`config.mk`:
```
export PLATFORM = sky130hd
export DESIGN_NAME = bcd_converter
export DESIGN_NICKNAME = d
export VERILOG_FILES = /design/src/rtl/bcd_pkg.sv /design/src/rtl/bcd_digit_cell.sv /design/src/rtl/bcd_converter.sv
export SDC_FILE = /design/constraint.sdc
export NUM_CORES = 1
export LEC_CHECK = 0
export BUFFER_PORTS_ARGS = -buffer_cell sky130_fd_sc_hd__buf_2
export CORE_UTILIZATION = 30
export DETAILED_ROUTE_END_ITERATION = 16
export PLACE_DENSITY = 0.57
export SLEW_MARGIN = 20
export SYNTH_ARGS = -nofsm -noshare
export SYNTH_HDL_FRONTEND = slang
export SYNTH_SLANG_ARGS = --single-unit
```
`constraint.sdc`:
```
create_clock -name clk -period 2.8 [get_ports clk]
set_input_delay 0.28 -clock clk [delete_from_list [all_inputs] [get_ports clk]]
set_output_delay 0.28 -clock clk [all_outputs]
set_load 0.02 [all_outputs]
```
`src/rtl/bcd_pkg.sv`:
```
// Shared constants, FSM encoding and add-3 helper for the BCD converter.
package bcd_pkg;

    localparam int unsigned BCD_DIGIT_W = 4;
    localparam logic [BCD_DIGIT_W-1:0] ADD3_THRESH = 4'd5;
    localparam logic [BCD_DIGIT_W-1:0] ADD3_VALUE  = 4'd3;

    typedef enum logic [1:0] {
        IDLE = 2'd0,
        CONV = 2'd1,
        DONE = 2'd2
    } state_e;

    // Double-dabble correction: digits of 5 or more get 3 added before the shift.
    function automatic logic [BCD_DIGIT_W-1:0] add3(input logic [BCD_DIGIT_W-1:0] d);
        return (d >= ADD3_THRESH) ? BCD_DIGIT_W'(d + ADD3_VALUE) : d;
    endfunction

endpackage

```
`src/rtl/bcd_digit_cell.sv`:
```
// One BCD digit of the double-dabble datapath: add-3 correction, then a one-bit left shift.
module bcd_digit_cell
    import bcd_pkg::*;
(
    input  logic [BCD_DIGIT_W-1:0] digit_i,
    input  logic                   shift_i,
    output logic [BCD_DIGIT_W-1:0] digit_c_o,
    output logic                   shift_c_o
);

    logic [BCD_DIGIT_W-1:0] adj;

    // Correct, then shift the lower bit in and the MSB out toward the next digit.
    always_comb begin
        adj       = add3(digit_i);
        digit_c_o = {adj[BCD_DIGIT_W-2:0], shift_i};
        shift_c_o = adj[BCD_DIGIT_W-1];
    end

endmodule

```
`src/rtl/bcd_converter.sv`:
```
// Sequential binary-to-BCD converter (one bit per cycle) with overflow saturation
// and a leading-zero significance mask.
module bcd_converter
    import bcd_pkg::*;
#(
    parameter int unsigned BIN_W  = 10,
    parameter int unsigned DIGITS = 4
) (
    input  logic                          clk,
    input  logic                          rst,
    input  logic                          in_valid,
    output logic                          in_ready,
    input  logic [BIN_W-1:0]              in_bin,
    input  logic                          abort,
    output logic                          out_valid,
    output logic [BCD_DIGIT_W*DIGITS-1:0] bcd_out,
    output logic                          ovf,
    output logic [DIGITS-1:0]             nz_mask,
    output logic                          busy
);

    localparam int unsigned BCD_W = BCD_DIGIT_W * DIGITS;
    localparam int unsigned CNT_W = $clog2(BIN_W + 1);

    state_e             state_q, state_d;
    logic [CNT_W-1:0]   cnt_q, cnt_d;
    logic [BIN_W-1:0]   bin_q, bin_d;
    logic [BCD_W-1:0]   dig_q, dig_d;
    logic               acc_q, acc_d;
    logic [BCD_W-1:0]   bcd_q, bcd_d;
    logic               ovf_q, ovf_d;
    logic [DIGITS-1:0]  nz_q, nz_d;
    logic               out_valid_q, out_valid_d;
    logic               in_ready_q, in_ready_d;
    logic               busy_q, busy_d;

    logic [BCD_DIGIT_W-1:0] cell_dig [DIGITS];
    logic                   cell_carry [DIGITS+1];
    logic [BCD_W-1:0]       conv_dig;
    logic [BCD_W-1:0]       sat_dig;
    logic [DIGITS-1:0]      nz_calc;

    assign cell_carry[0] = bin_q[BIN_W-1];

    // Digit cells chained LSB to MSB; the top carry feeds the overflow accumulator.
    for (genvar g = 0; g < int'(DIGITS); g++) begin : g_cell
        bcd_digit_cell u_cell (
            .digit_i   (dig_q[g*BCD_DIGIT_W +: BCD_DIGIT_W]),
            .shift_i   (cell_carry[g]),
            .digit_c_o (cell_dig[g]),
            .shift_c_o (cell_carry[g+1])
        );
    end

    // Repack cell outputs and derive the saturated result and its significance mask.
    always_comb begin
        logic any_nz;
        conv_dig = '0;
        nz_calc  = '0;
        any_nz   = 1'b0;
        for (int i = 0; i < int'(DIGITS); i++) begin
            conv_dig[i*BCD_DIGIT_W +: BCD_DIGIT_W] = cell_dig[i];
        end
        sat_dig = acc_q ? {DIGITS{4'd9}} : dig_q;
        for (int i = int'(DIGITS) - 1; i >= 0; i--) begin
            any_nz     = any_nz | (sat_dig[i*BCD_DIGIT_W +: BCD_DIGIT_W] != '0);
            nz_calc[i] = any_nz;
        end
        nz_calc[0] = 1'b1;
    end

    // Next-state and datapath update for IDLE / CONV / DONE.
    always_comb begin
        state_d     = state_q;
        cnt_d       = cnt_q;
        bin_d       = bin_q;
        dig_d       = dig_q;
        acc_d       = acc_q;
        bcd_d       = bcd_q;
        ovf_d       = ovf_q;
        nz_d        = nz_q;
        out_valid_d = 1'b0;

        case (state_q)
            IDLE: begin
                if (!abort && in_valid) begin
                    bin_d   = in_bin;
                    dig_d   = '0;
                    acc_d   = 1'b0;
                    cnt_d   = CNT_W'(BIN_W);
                    state_d = CONV;
                end
            end
            CONV: begin
                if (abort) begin
                    state_d = IDLE;
                end else begin
                    bin_d = bin_q << 1;
                    dig_d = conv_dig;
                    acc_d = acc_q | cell_carry[DIGITS];
                    cnt_d = cnt_q - CNT_W'(1);
                    if (cnt_q == CNT_W'(1)) begin
                        state_d = DONE;
                    end
                end
            end
            DONE: begin
                state_d = IDLE;
                if (!abort) begin
                    out_valid_d = 1'b1;
                    ovf_d       = acc_q;
                    bcd_d       = sat_dig;
                    nz_d        = nz_calc;
                end
            end
            default: state_d = IDLE;
        endcase

        in_ready_d = (state_d == IDLE);
        busy_d     = (state_d != IDLE);
    end

    // State and result registers with synchronous reset.
    always_ff @(posedge clk) begin
        if (rst) begin
            state_q     <= IDLE;
            cnt_q       <= '0;
            bin_q       <= '0;
            dig_q       <= '0;
            acc_q       <= 1'b0;
            bcd_q       <= '0;
            ovf_q       <= 1'b0;
            nz_q        <= DIGITS'(1);
            out_valid_q <= 1'b0;
            in_ready_q  <= 1'b1;
            busy_q      <= 1'b0;
        end else begin
            state_q     <= state_d;
            cnt_q       <= cnt_d;
            bin_q       <= bin_d;
            dig_q       <= dig_d;
            acc_q       <= acc_d;
            bcd_q       <= bcd_d;
            ovf_q       <= ovf_d;
            nz_q        <= nz_d;
            out_valid_q <= out_valid_d;
            in_ready_q  <= in_ready_d;
            busy_q      <= busy_d;
        end
    end

    assign in_ready  = in_ready_q;
    assign busy      = busy_q;
    assign out_valid = out_valid_q;
    assign bcd_out   = bcd_q;
    assign ovf       = ovf_q;
    assign nz_mask   = nz_q;

endmodule

```
==> summary.md <==
| Metric | Value |
|---|---|
| Setup-failing EPs final | 0 |
| Critical-path maximum fanout | 21 |
| Reg-to-reg endpoint | bcd_out[13]$_SDFFE_PP0P_ |
| Area Growth Syn to Fin | 14.0% |
| Placed Cells | 406 |
| R2R Path Start | state_q[1]$_SDFF_PP0_ |
| Pint | 1.21 mW |
| Yosys warns | 0 |
| Final Hold Viols | 0 |
| Register area share after synthesis | 0.439 |
| Leak | 1.17 nW |
| # port buffers | 36 |
| Max_slew headroom | 0.521 |
| Crit path DAT | 1.87 ns |
| Number of remaining DRC errors | 0 |
| Final core occ | 0.354 |
| DP Wirelength | 3850 microns |
| Mapped Nets | 306 |
| Pre-CTS setup slack | 1.16 ns |
| Count of cell types in the netlist | 50 |
| Max_cap viols | 0 |
| Initial antenna violation count | 0 |
| WHS Endpoint | bin_q[0]$_SDFFE_PP0P_ |
| Placed cell areas | 2780 sq um |
| Most frequent cell after synthesis | dfxtp_1 |
| Drt first pass iters | 4 |
| DR iter-0 viols | 88 |
| Fmax | 614 MHz |
| DRT Wirelength | 5350 microns |
| Worst slew pin tran | 0.718 ns |
| Number of synthesized flops with an enable pin | 0 |
| Worst Path Required | 3.04 ns |
| Post-Layout Inst Area | 2910 sq um |
| Setup Skew | 0.00303 ns |
| NumNets Final | 332 |
| Status | finished clean |
| CTS tree | yes |
| CTS Hold Bufs | 0 |
| Reg-to-reg slack, setup | 1.17 ns |
| Fin Setup TNS | 0 ns |
| Sink Count | 56 |
| Critical path type | flip-flop to flip-flop |
| Switching pwr | 0.327 mW |
| Die height | 94.2 microns |
| Worst min path class | primary input to flip-flop |
| Commonest cells in the netlist | dfxtp_1 (56), nor2_1 (27), nand2_1 (24) |
| Gr usage total | 0.128 |
| Final Max Slew Viols | 0 |
| I/O pin count | 38 |
| Mapped Area | 2550 sq um |
| Die Width | 94.2 microns |
| Synth Instances | 282 |
| HP Start | in_bin[0] |
| Clk pwr share | 0.398 |
| Dominant cells by area after synthesis | dfxtp_1 (44%), ha_1 (4.9%), mux2i_1 (4.3%) |
| Largest net degree at the start of global routing | 31 |
| Post-synth top flop | dfxtp_1 |
| First-pass GRT wire length | 8840 microns |
| Post-synthesis register bit count | 56 |
| Final Power | 1.53 mW |
| Clk root buf | clkbuf_8 |
| Final period util | 0.582 |
| Mapped Avg Cell Area | 9.05 sq um |
| Vias per cell | 4.88 |
| Fill cells | 871 |
| Maximum root-to-sink buffer count | 2 |
| Top cell type's share of synthesized area | 0.439 |
| Routability cong. | 0.793 |
| Post-CTS setup buffer count | 0 |
| Cts bufs inserted | 5 |
| Footprint of the multi-input gates | 1290 sq um |
| Fin worst setup slack | 1.17 ns |
| Startpoint types | flip-flop |
| Synth async-reset ratio | 0 |
| Initial Utilization | 0.310 |
| Final ANT Viol Nets | 0 |
| N_diodes | 0 |
| Peak VDD IR | 0.220 mV |
| Vias | 2015 |
| H-Tree Depth | 2 |
| Clock Latency Late Sink | 0.30 ns |
| Reg clk slew, reported paths | 0.10 ns |
| Sequential standard cell area | 1120 sq um |
| Cells on worst reg2reg path | 3 |
| Sequential share of power | 0.538 |
| Logic pwr share | 0.064 |
| Wire per inst | 12.9 microns |
| Vias in the first global route | 1803 |
| Total congestion overflow | 0 |
| Fin cells | 413 |
| Switching Fraction | 0.214 |
| Site Rows | 33 |
| CP Capture Type | flip-flop |
| Cell taking the most area after synthesis | dfxtp_1 |
| Layout cells sized above 1 | 0.179 |
| Hold slack final | 0.222 ns |
| RSZ-0062 raised after global routing | false |
| PwrDens | 527 nW/um^2 |
| Post-CTS Resized | 0 |
| Overall die area | 8880 sq um |
| Min Tclk post-route | 1.63 ns |
| Core area | 8220 sq um |
| WHS Path Cells | 3 |
[logic make-up (layout without fill, tap and decap cells)]
kind of cell | after synthesis | in the layout | synth area share
compound gates | 61 | 61 | 0.164
mux | 11 | 11 | 0.0432
flops | 56 | 56 | 0.439
simple gates | 104 | 104 | 0.218
fa+ha+maj | 10 | 10 | 0.0490
buf+inv | 30 | 56 | 0.0544
other cells | 1 | 1 | 0.00147
xor+xnor | 9 | 9 | 0.0309
[cell type report]
class | count | share of cell area
Multi-Input combinational cell | 196 | 0.444
Sequential cell | 56 | 0.385
Timing Repair Buffer | 38 | 0.0671
Tap cell | 105 | 0.0452
Clock buffer | 5 | 0.0237
Clock inverter | 2 | 0.0206
Inverter | 11 | 0.0142
[layout by cell type, fill, tap and decap left out, types with 2 or more instances in the layout]
| cell type | netlist | final |
|---|---|---|
| dfxtp_1 | 56 | 56 |
| buf_2 | 5 | 36 |
| nor2_1 | 27 | 27 |
| nand2_1 | 24 | 24 |
| a21oi_1 | 19 | 19 |
| nor3_1 | 18 | 18 |
| a211oi_1 | 12 | 12 |
| inv_1 | 11 | 11 |
| mux2i_1 | 11 | 11 |
| o21ai_0 | 11 | 11 |
| ha_1 | 10 | 10 |
| xnor2_1 | 7 | 7 |
| nand3_1 | 5 | 5 |
| clkbuf_8 | 0 | 5 |
| nand3b_1 | 4 | 4 |
| or3_1 | 4 | 4 |
| nand2b_1 | 4 | 4 |
| a32o_1 | 4 | 4 |
| nor3b_1 | 3 | 3 |
| nor4_1 | 2 | 2 |
| xor2_1 | 2 | 2 |
| a22o_1 | 2 | 2 |
| a21o_1 | 2 | 2 |
| a211o_1 | 2 | 2 |
| bufinv_16 | 0 | 2 |
| buf_4 | 3 | 2 |
[worst max-delay path by stage]
| stage | startpoint | to | depth (start not counted) |
|---|---|---|---|
| 2_1_floorplan | dig_q[9]$_SDFFE_PP0P_ | dig_q[10]$_SDFFE_PP0P_ | 5 |
| 3_3_place_gp | abort | bcd_out[9]$_SDFFE_PP0P_ | 5 |
| 3_5_place_dp | state_q[1]$_SDFF_PP0_ | bcd_out[9]$_SDFFE_PP0P_ | 3 |
| 4_1_cts | state_q[1]$_SDFF_PP0_ | bcd_out[9]$_SDFFE_PP0P_ | 3 |
| 5_1_grt | state_q[1]$_SDFF_PP0_ | bcd_out[9]$_SDFFE_PP0P_ | 3 |
| 6_report | state_q[1]$_SDFF_PP0_ | bcd_out[13]$_SDFFE_PP0P_ | 3 |
[critical path, stage by stage (launching register included)]
cell,delay [ns]
dfxtp_1,0.53
nand2_1,0.44
or3_1,0.46
a21oi_1,0.14
[sequential cells by signal, indices dropped and copies added, names as in the netlist, 2 cells and up]
signal	flops
bin_q	10
dig_q	16
state_q	2
cnt_q	4
bcd_out	16
nz_mask	3
[power groups by stage]
stage / clock network [mW] / logic [mW] / registers, mW
after detailed placement: 0 / 0.0973 / 0.844
final: 0.611 / 0.0974 / 0.825
after global routing: 0.661 / 0.108 / 0.828
after CTS: 0.624 / 0.0979 / 0.825
after floorplan: 0 / 0.0738 / 0.843
after global placement: 0 / 0.0959 / 0.843
[per-layer routing]
layer / GRT usage / share of wire / vias up
met1: 0.176 / 0.52 / 940
met3: 0.0299 / 0.034 / 4
met4: 0.0474 / 0.013 / 0
li1: - / - / 1035
met2: 0.194 / 0.44 / 36
met5: 0 / 0 / -
No activity file was read; power rests on OpenSTA's default activity.
